--- src/rtl/uart_tx_arbiter_if.sv ---
// Requester and transmitter handshake bundle for uart_tx_arbiter.
// slave = arbiter side, master = requesters plus the uart_tx busy line.
interface uart_tx_arbiter_if #(
    parameter int unsigned N_REQ = 2
);
    logic [N_REQ-1:0]   req;
    logic [8*N_REQ-1:0] data;
    logic [N_REQ-1:0]   last;
    logic [N_REQ-1:0]   ack;
    logic [N_REQ-1:0]   grant;
    logic [7:0]         tx_data;
    logic               tx_send;
    logic               tx_busy;

    modport slave (
        input  req, data, last, tx_busy,
        output ack, grant, tx_data, tx_send
    );

    modport master (
        output req, data, last, tx_busy,
        input  ack, grant, tx_data, tx_send
    );
endinterface

--- src/rtl/uart_tx_arbiter.sv ---
// Round-robin, frame-locking arbiter sharing one uart_tx between N_REQ byte streams.
// Optional HOLD-state watchdog: define TXARB_WATCHDOG_EN.
module uart_tx_arbiter #(
    parameter int unsigned N_REQ       = 2,
    parameter int unsigned WDOG_CYCLES = 1_000_000
) (
    input  logic               clk,
    input  logic               rst_n,
    uart_tx_arbiter_if.slave   bus,
    output logic               active,
    output logic               wdog_flag
);
    localparam int unsigned PTR_W = (N_REQ > 1) ? $clog2(N_REQ) : 1;

    typedef enum logic [2:0] {IDLE, LOAD, WAIT_HI, WAIT_LO, HOLD} state_t;

    state_t             state;
    logic [PTR_W-1:0]   owner;
    logic [PTR_W-1:0]   rr_ptr;
    logic               last_q;
    logic [1:0]         wait_cnt;

    logic [PTR_W-1:0]   winner;
    logic [N_REQ-1:0]   win_1h;
    logic [7:0]         win_byte;
    logic               win_last;
    logic [7:0]         own_byte;
    logic               own_last;
    logic               own_req;

    // Invalid configurations elaborate an empty marker block.
    if (N_REQ < 2 || WDOG_CYCLES < 2) begin : g_cfg_invalid
    end

`ifdef TXARB_WATCHDOG_EN
    localparam int unsigned WDOG_W = $clog2(WDOG_CYCLES);
    logic [WDOG_W-1:0] wdog_cnt;
`else
    assign wdog_flag = 1'b0;
`endif

    // Circular search starting at rr_ptr+1.
    always_comb begin
        int unsigned tgt;
        logic        found;
        winner = rr_ptr;
        found  = 1'b0;
        tgt    = 0;
        for (int unsigned k = 1; k <= N_REQ; k++) begin
            tgt = (32'(rr_ptr) + k) % N_REQ;
            for (int unsigned i = 0; i < N_REQ; i++) begin
                if (!found && bus.req[i] && (tgt == i)) begin
                    winner = PTR_W'(i);
                    found  = 1'b1;
                end
            end
        end
    end

    assign win_1h = N_REQ'(1) << winner;

    // Byte, last and req muxes for the search winner and the current owner.
    always_comb begin
        win_byte = 8'h00;
        win_last = 1'b0;
        own_byte = 8'h00;
        own_last = 1'b0;
        own_req  = 1'b0;
        for (int unsigned i = 0; i < N_REQ; i++) begin
            if (PTR_W'(i) == winner) begin
                win_byte = bus.data[8*i +: 8];
                win_last = bus.last[i];
            end
            if (PTR_W'(i) == owner) begin
                own_byte = bus.data[8*i +: 8];
                own_last = bus.last[i];
                own_req  = bus.req[i];
            end
        end
    end

    always_ff @(posedge clk or negedge rst_n) begin
        if (!rst_n) begin
            state       <= IDLE;
            owner       <= '0;
            rr_ptr      <= PTR_W'(N_REQ - 1);
            last_q      <= 1'b0;
            wait_cnt    <= 2'd0;
            bus.grant   <= '0;
            bus.ack     <= '0;
            bus.tx_send <= 1'b0;
            bus.tx_data <= 8'h00;
            active      <= 1'b0;
`ifdef TXARB_WATCHDOG_EN
            wdog_cnt    <= '0;
            wdog_flag   <= 1'b0;
`endif
        end else begin
            bus.ack     <= '0;
            bus.tx_send <= 1'b0;
            case (state)
                IDLE: begin
                    if (|bus.req && !bus.tx_busy) begin
                        owner       <= winner;
                        bus.grant   <= win_1h;
                        bus.ack     <= win_1h;
                        bus.tx_send <= 1'b1;
                        bus.tx_data <= win_byte;
                        last_q      <= win_last;
                        active      <= 1'b1;
                        state       <= LOAD;
                    end
                end
                LOAD: begin
                    wait_cnt <= 2'd0;
                    state    <= WAIT_HI;
                end
                // Give up on a busy edge that never shows after three cycles.
                WAIT_HI: begin
                    if (bus.tx_busy || wait_cnt == 2'd2) begin
                        state <= WAIT_LO;
                    end else begin
                        wait_cnt <= wait_cnt + 2'd1;
                    end
                end
                WAIT_LO: begin
                    if (!bus.tx_busy) begin
                        if (last_q) begin
                            bus.grant <= '0;
                            rr_ptr    <= owner;
                            active    <= 1'b0;
                            state     <= IDLE;
                        end else if (own_req) begin
                            bus.ack     <= bus.grant;
                            bus.tx_send <= 1'b1;
                            bus.tx_data <= own_byte;
                            last_q      <= own_last;
                            state       <= LOAD;
                        end else begin
`ifdef TXARB_WATCHDOG_EN
                            wdog_cnt <= '0;
`endif
                            state <= HOLD;
                        end
                    end
                end
                HOLD: begin
                    if (own_req && !bus.tx_busy) begin
                        bus.ack     <= bus.grant;
                        bus.tx_send <= 1'b1;
                        bus.tx_data <= own_byte;
                        last_q      <= own_last;
                        state       <= LOAD;
`ifdef TXARB_WATCHDOG_EN
                    end else if (wdog_cnt == WDOG_W'(WDOG_CYCLES - 1)) begin
                        bus.grant <= '0;
                        rr_ptr    <= owner;
                        active    <= 1'b0;
                        wdog_flag <= 1'b1;
                        state     <= IDLE;
                    end else begin
                        wdog_cnt <= wdog_cnt + WDOG_W'(1);
`endif
                    end
                end
                default: begin
                    bus.grant <= '0;
                    active    <= 1'b0;
                    state     <= IDLE;
                end
            endcase
        end
    end
endmodule

--- src/flat_wrapper.sv ---
// flat-port wrapper written by rule: the top's interface ports become plain ports
module uart_tx_arbiter_flat 
#(
    parameter int unsigned N_REQ       = 2,
    parameter int unsigned WDOG_CYCLES = 1_000_000
)
  (clk, rst_n, active, wdog_flag, bus_req, bus_data, bus_last, bus_tx_busy, bus_ack, bus_grant, bus_tx_data, bus_tx_send);
  uart_tx_arbiter_if #(.N_REQ(N_REQ)) bus_i ();
  input  logic clk;
  input  logic rst_n;
  output logic active;
  output logic wdog_flag;
  input wire logic [$bits(bus_i.req)-1:0] bus_req;
  input wire logic [$bits(bus_i.data)-1:0] bus_data;
  input wire logic [$bits(bus_i.last)-1:0] bus_last;
  input wire logic [$bits(bus_i.tx_busy)-1:0] bus_tx_busy;
  output wire logic [$bits(bus_i.ack)-1:0] bus_ack;
  output wire logic [$bits(bus_i.grant)-1:0] bus_grant;
  output wire logic [$bits(bus_i.tx_data)-1:0] bus_tx_data;
  output wire logic [$bits(bus_i.tx_send)-1:0] bus_tx_send;
  assign bus_i.req = bus_req;
  assign bus_i.data = bus_data;
  assign bus_i.last = bus_last;
  assign bus_i.tx_busy = bus_tx_busy;
  assign bus_ack = bus_i.ack;
  assign bus_grant = bus_i.grant;
  assign bus_tx_data = bus_i.tx_data;
  assign bus_tx_send = bus_i.tx_send;
  uart_tx_arbiter #(.N_REQ(N_REQ), .WDOG_CYCLES(WDOG_CYCLES)) u_core (.clk(clk), .rst_n(rst_n), .bus(bus_i), .active(active), .wdog_flag(wdog_flag));
endmodule
--- config.mk ---
export PLATFORM = sky130hd
export DESIGN_NAME = uart_tx_arbiter_flat
export DESIGN_NICKNAME = d
export VERILOG_FILES = /design/src/rtl/uart_tx_arbiter_if.sv /design/src/rtl/uart_tx_arbiter.sv /design/src/flat_wrapper.sv
export SDC_FILE = /design/constraint.sdc
export NUM_CORES = 1
export LEC_CHECK = 0
export BUFFER_PORTS_ARGS = -buffer_cell sky130_fd_sc_hd__buf_2
export CAP_MARGIN = 20
export CELL_PAD_IN_SITES_DETAIL_PLACEMENT = 0
export CELL_PAD_IN_SITES_GLOBAL_PLACEMENT = 2
export CORE_ASPECT_RATIO = 1.1
export CORE_MARGIN = 2
export CORE_UTILIZATION = 31
export DETAILED_ROUTE_END_ITERATION = 8
export PLACE_DENSITY_LB_ADDON = 0.1
export SYNTH_ARGS = -nofsm -noshare
export SYNTH_HDL_FRONTEND = slang
export SYNTH_SLANG_ARGS = --single-unit
--- constraint.sdc ---
create_clock -name clk -period 2 [get_ports clk]
set_input_delay 0.2 -clock clk [delete_from_list [all_inputs] [get_ports clk]]
set_output_delay 0.2 -clock clk [all_outputs]
set_load 0.02 [all_outputs]
==> results.ini <==
[grt]
grt_max_degree = 27
grt_usage_pct = 16.1
grt_antenna_before_repair = 0
grt_pass1_wl_um = 7090
grt-ovfl-total = 0
grt_pass1_vias = 1441

[critical_path]
cp_cell_sequence = or3b_1, buf_4, o2111ai_1, nand3_1, mux2_1
critPathMaxStageDelay_ps = 450
required_ps = 2140
worst_setup_path_end_kind = register
cp_max_fo = 25
regToRegSetupSlack_ps = 170
timing.rr.start = u_core.state[2]
arrival_ps = 1980
crit_type = reg -> reg
crit_path_start_kind = register
crit_start = u_core.state[2]
slowest_stage = dfrtp_1

[cts]
clock_sinks = 22
clkTransAtPathRegs_ps = 80
cts_tree = yes
clock_latency_ps = 260
cts_buffer_depth = 2
cts_htree_levels = 1
cts_made_buffers = 3
root_buffer = clkbuf_8
post_cts_buffers = 0

[timing]
rsz0062_at_grt = no
slew_headroom_pct = 50.1
finalHoldViolations = 0
fin_setup_tns_ps = 0
finalCriticalPeriod_ps = 1830
setup-violations-final = 0
fmax_mhz = 546
drv_slew = 0
fin_crit_sh_pct = 91.6
skew_ps = 5.61
worst_slew_pin_slew_ps = 746

[drt]
num_vias = 1421
first_pass_iters = 4
postRouteAntennaNets = 0
wl_um = 4060
route.detailed.drc = 0
avgRoutedWirePerCell_um = 15.8
viasPerCell = 5.55
drt-initial-drc-count = 78

[yosys]
syn-num-nets = 188
synth_edf_count = 0
synth_area_leader_cell = dfrtp_1
syn-mean-instance-area_sq_um = 9.03
syn_inst = 164
ys_ff_latch = 22
synthFlopType = dfrtp_1
ys_seq_area_share_pct = 37.2
ys_types = 41
yosys-top-cells-area = dfrtp_1 35%, o2111ai_1 9.5%, mux2_1 6.8%
yosysWarnings = 0
ys_async_sr_fraction_pct = 100
synth_top_area_share_pct = 35.5
syn_area_sq_mm = 0.00148

[power_and_ir_drop]
p_leak_uw = 0.000812
p_per_area_mw_per_mm2 = 1360
ir_worst_vdd_mv = 0.510
power_uw = 2440

[layout]
drive_above_1_share_pct = 27.0
area_delta_synth_final_pct = 21.2
final_nets = 225
n_fill_cell = 479
n_antenna_cell = 0

[die]
fp.dieH_um = 76.5
rows = 26
die_w_um = 69.9
ios = 38
core-area_sq_mm = 0.00462
initial_core_util_pct = 32.1
die-area_sq_mm = 0.00535

[placement]
gp_congestion = 0.773
dp_hpwl_um = 2920
port_buffers = 36

[min_path]
hp-class = in -> reg
hold_path_startpoint = bus_tx_busy

[run]
maxCapViolations = 0

[run_status]
status = completed

cells in the mapped netlist (2+ instances only):
master and instances:
a21oi_1 5, o31ai_1 2, nor3b_1 3, o211ai_1 2
mux2_1 9, nor2b_1 2, a31oi_1 2, a21o_1 2
nor4_1 2, buf_2 3, buf_1 2, o2111ai_1 16
nor2_1 5, dfrtp_1 21, o21ai_1 4, o22ai_1 3
mux2i_1 5, nand2_1 17, nand3_1 9, inv_1 6
clkbuf_1 9, nand3b_1 2, a22o_1 8, nand2b_1 8
final cells by class:
| class | instances | area [sq um] | share of cell area, % |
|---|---|---|---|
| multi-input combinational | 119 | 830 | 46.2 |
| tap | 56 | 70.1 | 3.90 |
| sequential | 22 | 552 | 30.7 |
| inverter | 7 | 26.3 | 1.46 |
| clock buffer | 4 | 45.0 | 2.51 |
| timing repair buffer | 48 | 273 | 15.2 |
critical path: cells and delay by family (launching register included):
family,cells,cell delay [ps]
compound gates,1,130
buf+inv,1,250
flops,1,450
simple gates,2,570
mux,1,310
metal layers:
metal	vias to the layer above	global-route usage, %	wire, um
li1	688	-	-
met1	693	20.1	1770
met2	34	28.8	2050
met3	6	2.78	178
met4	0	3.65	59
met5	-	0	0
through the flow:
step                util (%)  setup WS, ps  instances  area, sq um  hold slack [ps]
finish                  38.9           167        256         1800              322
global route            38.9          48.3        256         1800              361
detailed placement      37.6          96.0        251         1740              219
floorplan                  -           196        164         1480            -95.6
CTS                     38.8          74.0        256         1790              318
global placement        37.6           136        251         1740              214
where the power goes:
group	leakage, uW	internal [uW]	switching (uW)
clock network	0.0000228	142	141
logic	0.000514	589	836
registers	0.000276	627	103
total	0.000812	1360	1080
what timing repair did:
item	in CTS	in global routing
hold buffers	1	0
resized for setup	0	1
setup endpoints to repair	0	8
hold endpoints to repair	21	0
worst paths after layout:
check | end | cells past startpoint
max | u_core.bus.tx_data[0] | 5
min | u_core.state[2] | 3
max reg2reg | u_core.bus.tx_data[0] | 5
min reg2reg | u_core.bus.tx_data[3] | 1
max in group asynchronous | u_core.rr_ptr | 2
min in group asynchronous | u_core.bus.tx_data[6] | 2
layout by cell type, fill, tap and decap left out, types with 6 or more instances in the layout:
master,netlist,final
mux2_1,9,9
buf_4,1,11
buf_2,3,36
a22o_1,8,8
nand2b_1,8,8
nand2_1,17,17
inv_1,6,6
o2111ai_1,16,16
dfrtp_1,21,21
nand3_1,9,9
logic make-up after synthesis:
family / after synthesis / synth area share [%]
AOI/OAI and AO/OA: 48 / 24.9
adders and majority gates: 1 / 0.844
buffers and inverters: 23 / 6.84
DFF: 22 / 37.2
muxes: 14 / 10.2
other: 1 / 0.253
and+or+nand+nor: 55 / 19.7
sequential cells by signal (all words and copies together) (netlist names):
signal              flops
u_core.last_q           1
u_core.bus.ack          2
u_core.wait_cnt         2
u_core.active           1
u_core.rr_ptr           1
u_core.owner            1
u_core.bus.tx_send      1
u_core.state            3
u_core.bus.grant        2
u_core.bus.tx_data      8
(Power assumes the default switching activity.)
